## src/rtl/multi_lift_pkg.sv

```systemverilog
// Constants and types shared by the hall-call panel and the multi-lift controller.
package multi_lift_pkg;
  localparam logic DIR_UP   = 1'b1;
  localparam logic DIR_DN   = 1'b0;
  localparam int   DB_CNT_W = 8;

  typedef enum logic {CALL_IDLE = 1'b0, CALL_PENDING = 1'b1} call_state_t;
endpackage

```

## src/rtl/hall_button_debouncer.sv

```systemverilog
// One hall button: 2-flop synchronizer, saturating debounce counter, one-shot press.
module hall_button_debouncer
  import multi_lift_pkg::*;
#(
  parameter int DEBOUNCE_CYCLES = 4
) (
  input  logic clk,
  input  logic reset,
  input  logic btn,
  output logic press
);
  localparam logic [DB_CNT_W-1:0] CNT_MAX = DB_CNT_W'(DEBOUNCE_CYCLES);

  logic                s1, s2;
  logic [1:0]          vld_pipe;
  logic                armed;
  logic [DB_CNT_W-1:0] cnt;

  // armed only sets once a real low has passed the synchronizer, so a
  // button held through reset cannot register until released.
  always_ff @(posedge clk) begin
    if (reset) begin
      s1       <= 1'b0;
      s2       <= 1'b0;
      vld_pipe <= '0;
      armed    <= 1'b0;
      cnt      <= '0;
    end else begin
      s1       <= btn;
      s2       <= s1;
      vld_pipe <= {vld_pipe[0], 1'b1};
      if (vld_pipe[1] && !s2) armed <= 1'b1;
      if (!s2 || !armed)      cnt <= '0;
      else if (cnt != CNT_MAX) cnt <= cnt + 1'b1;
    end
  end

  assign press = s2 && armed && (cnt == CNT_MAX - 1'b1);
endmodule

```

## src/rtl/multi_lift_hall_call_panel.sv

```systemverilog
// Hall-call panel: debounced up/down calls latched until a lift serves them.
module multi_lift_hall_call_panel
  import multi_lift_pkg::*;
#(
  parameter int N_FLOORS        = 12,
  parameter int N_LIFTS         = 10,
  parameter int DEBOUNCE_CYCLES = 4
) (
  input  logic                              clk,
  input  logic                              reset,
  input  logic [N_FLOORS-1:0]               btn_up,
  input  logic [N_FLOORS-1:0]               btn_dn,
  input  logic [N_LIFTS-1:0]                door_open,
  input  logic [N_LIFTS-1:0]                direction,
  input  logic [N_LIFTS-1:0][N_FLOORS-1:0]  floor_sense,
  output logic [N_FLOORS-1:0]               hall_rqst_up,
  output logic [N_FLOORS-1:0]               hall_rqst_dn,
  output logic [N_FLOORS-1:0]               lamp_up,
  output logic [N_FLOORS-1:0]               lamp_dn,
  output logic                              served_pulse
);
  logic [N_FLOORS-1:0] serve_up, serve_dn, clr_up, clr_dn;
  logic                unused_ok;

  assign unused_ok = &{1'b0, btn_up[N_FLOORS-1], btn_dn[0]};

  // End floors accept either travel direction.
  always_comb begin
    serve_up = '0;
    serve_dn = '0;
    for (int l = 0; l < N_LIFTS; l++) begin
      for (int f = 0; f < N_FLOORS; f++) begin
        if (door_open[l] && floor_sense[l][f]) begin
          if (direction[l] == DIR_UP || f == 0)          serve_up[f] = 1'b1;
          if (direction[l] == DIR_DN || f == N_FLOORS-1) serve_dn[f] = 1'b1;
        end
      end
    end
  end

  for (genvar f = 0; f < N_FLOORS; f++) begin : g_floor
    if (f < N_FLOORS-1) begin : g_up
      call_state_t st;
      logic        press;

      hall_button_debouncer #(.DEBOUNCE_CYCLES(DEBOUNCE_CYCLES)) u_db (
        .clk(clk), .reset(reset), .btn(btn_up[f]), .press(press));

      always_ff @(posedge clk) begin
        if (reset) st <= CALL_IDLE;
        else if (st == CALL_PENDING && serve_up[f]) st <= CALL_IDLE;
        else if (st == CALL_IDLE && press && !serve_up[f]) st <= CALL_PENDING;
      end

      assign hall_rqst_up[f] = (st == CALL_PENDING);
      assign clr_up[f]       = (st == CALL_PENDING) && serve_up[f];
    end else begin : g_up_tie
      assign hall_rqst_up[f] = 1'b0;
      assign clr_up[f]       = 1'b0;
    end

    if (f > 0) begin : g_dn
      call_state_t st;
      logic        press;

      hall_button_debouncer #(.DEBOUNCE_CYCLES(DEBOUNCE_CYCLES)) u_db (
        .clk(clk), .reset(reset), .btn(btn_dn[f]), .press(press));

      always_ff @(posedge clk) begin
        if (reset) st <= CALL_IDLE;
        else if (st == CALL_PENDING && serve_dn[f]) st <= CALL_IDLE;
        else if (st == CALL_IDLE && press && !serve_dn[f]) st <= CALL_PENDING;
      end

      assign hall_rqst_dn[f] = (st == CALL_PENDING);
      assign clr_dn[f]       = (st == CALL_PENDING) && serve_dn[f];
    end else begin : g_dn_tie
      assign hall_rqst_dn[f] = 1'b0;
      assign clr_dn[f]       = 1'b0;
    end
  end

  always_ff @(posedge clk) begin
    if (reset) served_pulse <= 1'b0;
    else       served_pulse <= |{clr_up, clr_dn};
  end

  assign lamp_up = hall_rqst_up;
  assign lamp_dn = hall_rqst_dn;
endmodule

```

## config.mk

```make
export PLATFORM = sky130hd
export DESIGN_NAME = multi_lift_hall_call_panel
export DESIGN_NICKNAME = d
export VERILOG_FILES = /design/src/rtl/multi_lift_pkg.sv /design/src/rtl/hall_button_debouncer.sv /design/src/rtl/multi_lift_hall_call_panel.sv
export SDC_FILE = /design/constraint.sdc
export NUM_CORES = 1
export LEC_CHECK = 0
export BUFFER_PORTS_ARGS = -buffer_cell sky130_fd_sc_hd__buf_2
export CAP_MARGIN = 40
export CORE_MARGIN = 2
export CORE_UTILIZATION = 25
export DETAILED_ROUTE_END_ITERATION = 10
export HOLD_SLACK_MARGIN = 0.08
export SLEW_MARGIN = 20
export SYNTH_ARGS = -nofsm -noshare
export SYNTH_HDL_FRONTEND = slang
export SYNTH_HIERARCHICAL = 1
export SYNTH_SLANG_ARGS = --single-unit
```

## constraint.sdc

```tcl
create_clock -name clk -period 5.3 [get_ports clk]
set_clock_uncertainty 0.05 [all_clocks]
set_input_delay 0.265 -clock clk [delete_from_list [all_inputs] [get_ports clk]]
set_output_delay 0.265 -clock clk [all_outputs]
set_load 0.1 [all_outputs]
```

==> qor.csv, run 1 <==
metric;value;unit
path_cells;dlygate4sd3_1, buf_2, a221oi_1, dlygate4sd3_1, nand4_1, a222oi_1, a41oi_1;
cts_max_level;2;
grt_max_degree;75;
hold_class;input port to register;
place.gp.congestion;0.875;
synth_edf_count;0;
drc_errors;0;
tightest_slew;0.852;ns
final_layout_size_suffix_gt1_share;18.9;%
synth.most_common_cell;dfxtp_1;
grt_pass1_vias;13833;
start_util;25.2;%
hold_viol_final;0;
hpwl;39.0;mm
die_w;250;um
cp_common_cell;dlygate4sd3_1;
whs;0.0928;ns
leakage;6.79;nW
postSynthAreaPerCell;8.83;um^2
overflow;0;
rsz0062_at_grt;false;
syn_area;15200;um^2
cts_setup_buffers;0;
drt-total-wl;50.9;mm
synthTopCellsByCount;309 x dfxtp_1, 176 x a21oi_1, 134 x nand3_1, 113 x inv_1;
die_y;250;um
core-area;60200;um^2
path_clk_slew;0.06;ns
drt-vias-per-instance;5.09;
grt_pass1_wl;78.1;mm
criticalPathCategory;input port to register;
drv_cap;0;
ys_seq_area_share;40.7;%
slew_headroom;42.7;%
status;completed;
ys_warn_count;6;
crit_family;buffers and inverters;
cts_tree;yes;
async_reset_ff_share;0;%
yosys.area.top_type_share;40.7;%
area_growth;22.7;%
synth.distinct_cells;54;
path_max_fanout;2;
cts_hold_buf;56;
clk-insertion-delay-late;0.56;ns
endpoint_kind;register;
ir_drop;0.166;mV
io_pins;215;
required;5.64;ns
numCtsBuffers;36;
cp_slowest_stage_delay;0.74;ns
antenna_found_initial;62;
drt_pre_antenna_iters;5;
wl_per_cell;18.2;um
netlist_instances;1719;
fin_tns_setup;0;ns
vias;14241;
power.density_cell_area;292;nW/um^2
cp-start-kind;input port;
synth_ff_type;dfxtp_1;
slew_violations;0;
ys_seq_elements;309;
crit_arrival;2.86;ns
cts-root-buf;clkbuf_16;
portBuffers;208;
dieArea;62700;um^2
initialDrtViolationCount;1023;
std_cell_rows;90;
clock_sinks;309;
nets;2166;
ant_nets;0;
grt.total_usage;15.9;%
final_core_util;30.9;%
cp_num_buf_inv;3;
clk_path_buf_depth;3;
ctsResizeCount;0;
ys_top_cells_by_area;dfxtp_1 41%, a21oi_1 5.8%, nand3_1 4.4%;
setup_viol;0;
timing.final.crit_period;2.52;ns
crit_slowest_cell;a222oi_1;
fillerInstances;6231;
fmax;0.397;GHz
fin_crit_sh;47.6;%
yosys.area.top_type;dfxtp_1;
-- cells by family (layout without fill, tap and decap cells) --
| kind of cell | after synthesis | count (layout) | share of synthesized area, % |
|---|---|---|---|
| other | 1 | 36 | 0.0247 |
| AO/OA/AOI/OAI | 411 | 411 | 17.0 |
| AND/OR/NAND/NOR | 721 | 721 | 29.5 |
| XOR/XNOR | 44 | 44 | 2.54 |
| buffers and inverters | 189 | 450 | 6.51 |
| adder cells (fa/ha/maj) | 44 | 44 | 3.63 |
| flip-flops | 309 | 309 | 40.7 |
-- per-stage QoR --
step	cells	area [um^2]	worst slack, ns	power (mW)
global route	2780	18600	2.71	5.65
floorplan	1722	15200	3.31	2.60
global placement	2639	16700	2.48	2.75
detailed placement	2642	16700	2.45	2.76
CTS	2763	18500	2.84	5.51
finish	2797	18600	2.78	5.44
-- power breakdown --
| part | internal [mW] | switching [mW] | leakage [nW] |
|---|---|---|---|
| registers | 2.37 | 0.0218 | 2.52 |
| logic | 0.161 | 0.205 | 3.64 |
| clock network | 1.66 | 1.02 | 0.628 |
-- flip-flops by register name, summed over array words and instances, names as in the netlist --
register,cells
g_floor.g_up.u_db/cnt,88
g_floor.g_up.u_db/armed,11
g_floor.g_up.u_db/s2,11
g_floor.g_dn.u_db/s1,11
g_floor.g_dn.u_db/s2,11
g_floor.g_dn.u_db/cnt,88
g_floor.g_dn.u_db/armed,11
g_floor.g_up.u_db/vld_pipe,22
g_floor.g_up.u_db/s1,11
served_pulse,1
g_floor.g_dn.u_db/vld_pipe,22
g_floor.g_dn.st,11
g_floor.g_up.st,11
-- worst register-to-register path: stages (launching register included) --
cell,delay [ns]
dfxtp_1,0.41
ha_1,0.23
inv_1,0.07
or3_1,0.32
nor3_2,0.27
nor2_1,0.10
nor3b_1,0.17
-- layer usage --
layer	vias up	GRT usage, %	share of wire [%]
met4	36	8.20	4.6
met3	177	5.99	11
met2	528	24.3	43
li1	6752	-	-
met1	6748	19.6	41
met5	-	0	0.44
-- path summary, 6_finish.rpt --
check | from | cells past startpoint | end | slack, ns
max | floor_sense[72] | 7 | served_pulse$_SDFF_PP0_ | 2.78
min | floor_sense[32] | 4 | g_floor[8].g_up.st$_SDFFE_PP0P_ | 0.09
max reg2reg | g_floor[8].g_dn.u_db/cnt[0]$_SDFFE_PP0P_ | 6 | g_floor[8].g_dn.st$_SDFFE_PP0P_ | 3.60
min reg2reg | g_floor[5].g_dn.u_db/vld_pipe[0]$_DFF_P_ | 1 | g_floor[5].g_dn.u_db/vld_pipe[1]$_SDFF_PP0_ | 0.38
-- final cells by class --
cell class / instances / area, um^2 / area share, %
timing repair buffer: 272 / 1670 / 8.94
tap: 782 / 978 / 5.25
multi-input combinational: 1224 / 8020 / 43.0
clock buffer: 46 / 1020 / 5.47
sequential: 309 / 6190 / 33.2
clock inverter: 19 / 260 / 1.40
inverter: 113 / 424 / 2.28
antenna: 32 / 80.1 / 0.430
-- layout by cell type (no fill, tap or decap), drive strengths merged, types with 4 or more instances in the layout --
cell / n
nand2: 67
a21oi: 176
or4: 26
diode: 32
nor3: 81
a22o: 37
dlygate4sd3: 56
ha: 44
nor2: 88
nor2b: 76
buf: 215
conb: 4
clkbuf: 47
a211o: 44
or3: 88
and2: 10
inv: 115
a2111oi: 7
clkinv: 8
a221oi: 6
o21ai: 88
o41ai: 6
nor4: 27
xor2: 44
nand3: 134
dfxtp: 309
and3b: 31
nand4: 41
and3: 6
nand3b: 34
nor3b: 7
a22oi: 39
bufinv: 6
No activity file was read; power rests on OpenSTA's default activity.
==> run 2: changes to the inputs <==
==> constraint.sdc (replaced) <==
create_clock -name clk -period 2.4 [get_ports clk]
set_clock_uncertainty 0.05 [all_clocks]
set_input_delay 0.12 -clock clk [delete_from_list [all_inputs] [get_ports clk]]
set_output_delay 0.12 -clock clk [all_outputs]
set_load 0.1 [all_outputs]
==> run 2 against run 1 <==
- the flow now finishes with violations (setup timing)
- die area is the same
- combinational power grew to 2.6 times the previous value
- clock-buffer cell count grew 12
- via count grew 1.4%
- final area grew 1.6%
- hold slack gained 0.024 ns
- sequential share of layout area shrank 0.53 points
- total power grew 110%
- global-route usage is essentially flat
- non-clock buffer count grew 47
- critical endpoint is now g_floor[4].g_dn.st$_SDFFE_PP0P_
- highest routed layer unchanged
==> qor.csv, run 2 (synthesized netlist as in run 1, its figures left out) <==
metric;value;unit;change
fmax;0.415;GHz;
cp-start-kind;input port;;
worstSetupEndpoint;g_floor[4].g_dn.st$_SDFFE_PP0P_;;
ant_nets;0;;unchanged
clk_path_buf_depth;3;;unchanged
drc_errors;0;;unchanged
io_pins;215;;unchanged
endpoint_kind;register;;
criticalPathCategory;input port to register;;
core-area;60200;um^2;unchanged
fin_cells;2818;;+0.75%
hpwl;40.1;mm;+2.8%
area_growth;24.7;%;
r2r_end;g_floor[9].g_up.st$_SDFFE_PP0P_;;
fin_crit_sh;100;%;
die_w;250;um;unchanged
clock_sinks;309;;unchanged
slew_headroom;50.3;%;+7.6 points
die_y;250;um;unchanged
startpoint;floor_sense[16];;
tightest_slew;0.744;ns;-0.107 ns
numCtsBuffers;37;;+2.8%
dieArea;62700;um^2;unchanged
nets;2214;;+2.2%
ir_drop;0.364;mV;+120%
hold_viol_final;0;;unchanged
rr_worst_depth;6;;unchanged
status;complete, but fails checks;;
finalPower;11.5;mW;+110%
start_util;25.2;%;unchanged
layout_commonest_cell;dfxtp_1;;
fillerInstances;6221;;-0.16%
crit_arrival;2.83;ns;-0.03 ns
path_max_fanout;2;;unchanged
failed_checks;setup timing;;
grt_pass1_wl;78.4;mm;+0.41%
leakage;6.96;nW;+2.5%
antenna_found_initial;28;;-55%
slew_violations;0;;unchanged
grt.total_usage;15.9;%;about the same
overflow;0;;unchanged
cts-root-buf;clkbuf_16;;
cts_setup_buffers;0;;unchanged
drv_cap;0;;unchanged
std_cell_rows;90;;unchanged
rsz0062_at_grt;false;;
power.density_cell_area;610;nW/um^2;+110%
setup_viol;1;;+1
final_cell_mix;309 x dfxtp_1, 207 x buf_2, 176 x a21oi_1;;
grt_max_degree;46;;-39%
path_clk_slew;0.07;ns;about the same
reg_top3;g_floor.g_up.u_db/cnt (88), g_floor.g_dn.u_db/cnt (88);;
portBuffers;208;;unchanged
reg2reg_slack;0.72;ns;-2.88 ns
place.gp.congestion;0.948;;+8.4%
clk-insertion-delay-late;0.54;ns;-0.02 ns
cts_tree;yes;;
required;2.81;ns;-2.83 ns
drt-total-wl;51.5;mm;+1.1%
grt_pass1_vias;13795;;-0.27%
cts_max_level;2;;unchanged
initialDrtViolationCount;1031;;+0.78%
hold_class;input port to register;;
setup_slack;-0.0110;ns;-2.79 ns
regToRegStartpoint;g_floor[9].g_up.u_db/cnt[0]$_SDFFE_PP0P_;;
drt_pre_antenna_iters;5;;unchanged
wl_per_cell;18.3;um;+0.39%
final_layout_size_suffix_gt1_share;18.5;%;-0.37 points
place_inst;2654;;+0.45%
drt-vias-per-instance;5.12;;+0.66%
timing.final.crit_period;2.41;ns;
vias;14442;;+1.4%
[run 2: metrics by stage]
stage / worst slack (ns) / hold slack [ns] / cell area (um^2) / setup TNS (ns) / util, %
2_1_floorplan: 0.555 / 0.142 / 15200 / 0 / -
3_3_place_gp: -0.0362 / 0.283 / 16800 / -0.0362 / 27.9
3_5_place_dp: -0.0339 / 0.284 / 16800 / -0.0339 / 27.9
4_1_cts: 0.0482 / 0.0811 / 18900 / 0 / 31.3
5_1_grt: 0.0282 / 0.111 / 18900 / 0 / 31.4
6_report: -0.0110 / 0.116 / 18900 / -0.0110 / 31.4
[run 2: how the worst min path moves through the flow]
stage | from | end | cells past startpoint
final | floor_sense[112] | g_floor[4].g_up.st$_SDFFE_PP0P_ | 5
after global routing | floor_sense[8] | g_floor[8].g_dn.st$_SDFFE_PP0P_ | 4
after CTS | floor_sense[112] | g_floor[4].g_up.st$_SDFFE_PP0P_ | 5
after detailed placement | btn_up[1] | g_floor[1].g_up.u_db/s1$_SDFF_PP0_ | 2
after global placement | btn_dn[4] | g_floor[4].g_dn.u_db/s1$_SDFF_PP0_ | 2
after floorplan | reset | g_floor[0].g_up.u_db/s1$_SDFF_PP0_ | 1
[run 2: cell type report]
cell class,instances,area (um^2),area share [%]
multi-input combinational,1224,8030,42.4
sequential,309,6190,32.7
timing repair buffer,319,2150,11.4
clock buffer,58,1110,5.84
tap,782,978,5.17
inverter,113,424,2.24
clock inverter,5,38.8,0.205
antenna,8,20.0,0.106
[run 2: critical path, cell delays in order]
cell	delay, ns
dlygate4sd3_1	0.58
buf_2	0.15
a22o_1	0.23
dlygate4sd3_1	0.57
or4_1	0.42
dlygate4sd3_1	0.60
nor3_1	0.16
[run 2: repair_timing]
action | CTS | global route
hold endpoints to repair | 65 | 1
hold buffers | 88 | 6
setup endpoints to repair | 0 | 2
resized for setup | 0 | 3
[run 2: layer usage]
| layer | track usage (%) | wire length, um | up-vias |
|---|---|---|---|
| met2 | 24.9 | 22400 | 564 |
| met5 | 0 | 149 | - |
| met3 | 4.79 | 4170 | 163 |
| met4 | 7.31 | 2220 | 26 |
| met1 | 20.1 | 22600 | 6877 |
| li1 | - | - | 6812 |
[run 2: where the power goes]
group | internal, mW | leakage [nW] | switching [mW]
Combinational | 0.427 | 3.88 | 0.514
Clock | 3.15 | 0.559 | 2.17
Sequential | 5.24 | 2.52 | 0.0473
Total | 8.82 | 6.96 | 2.73
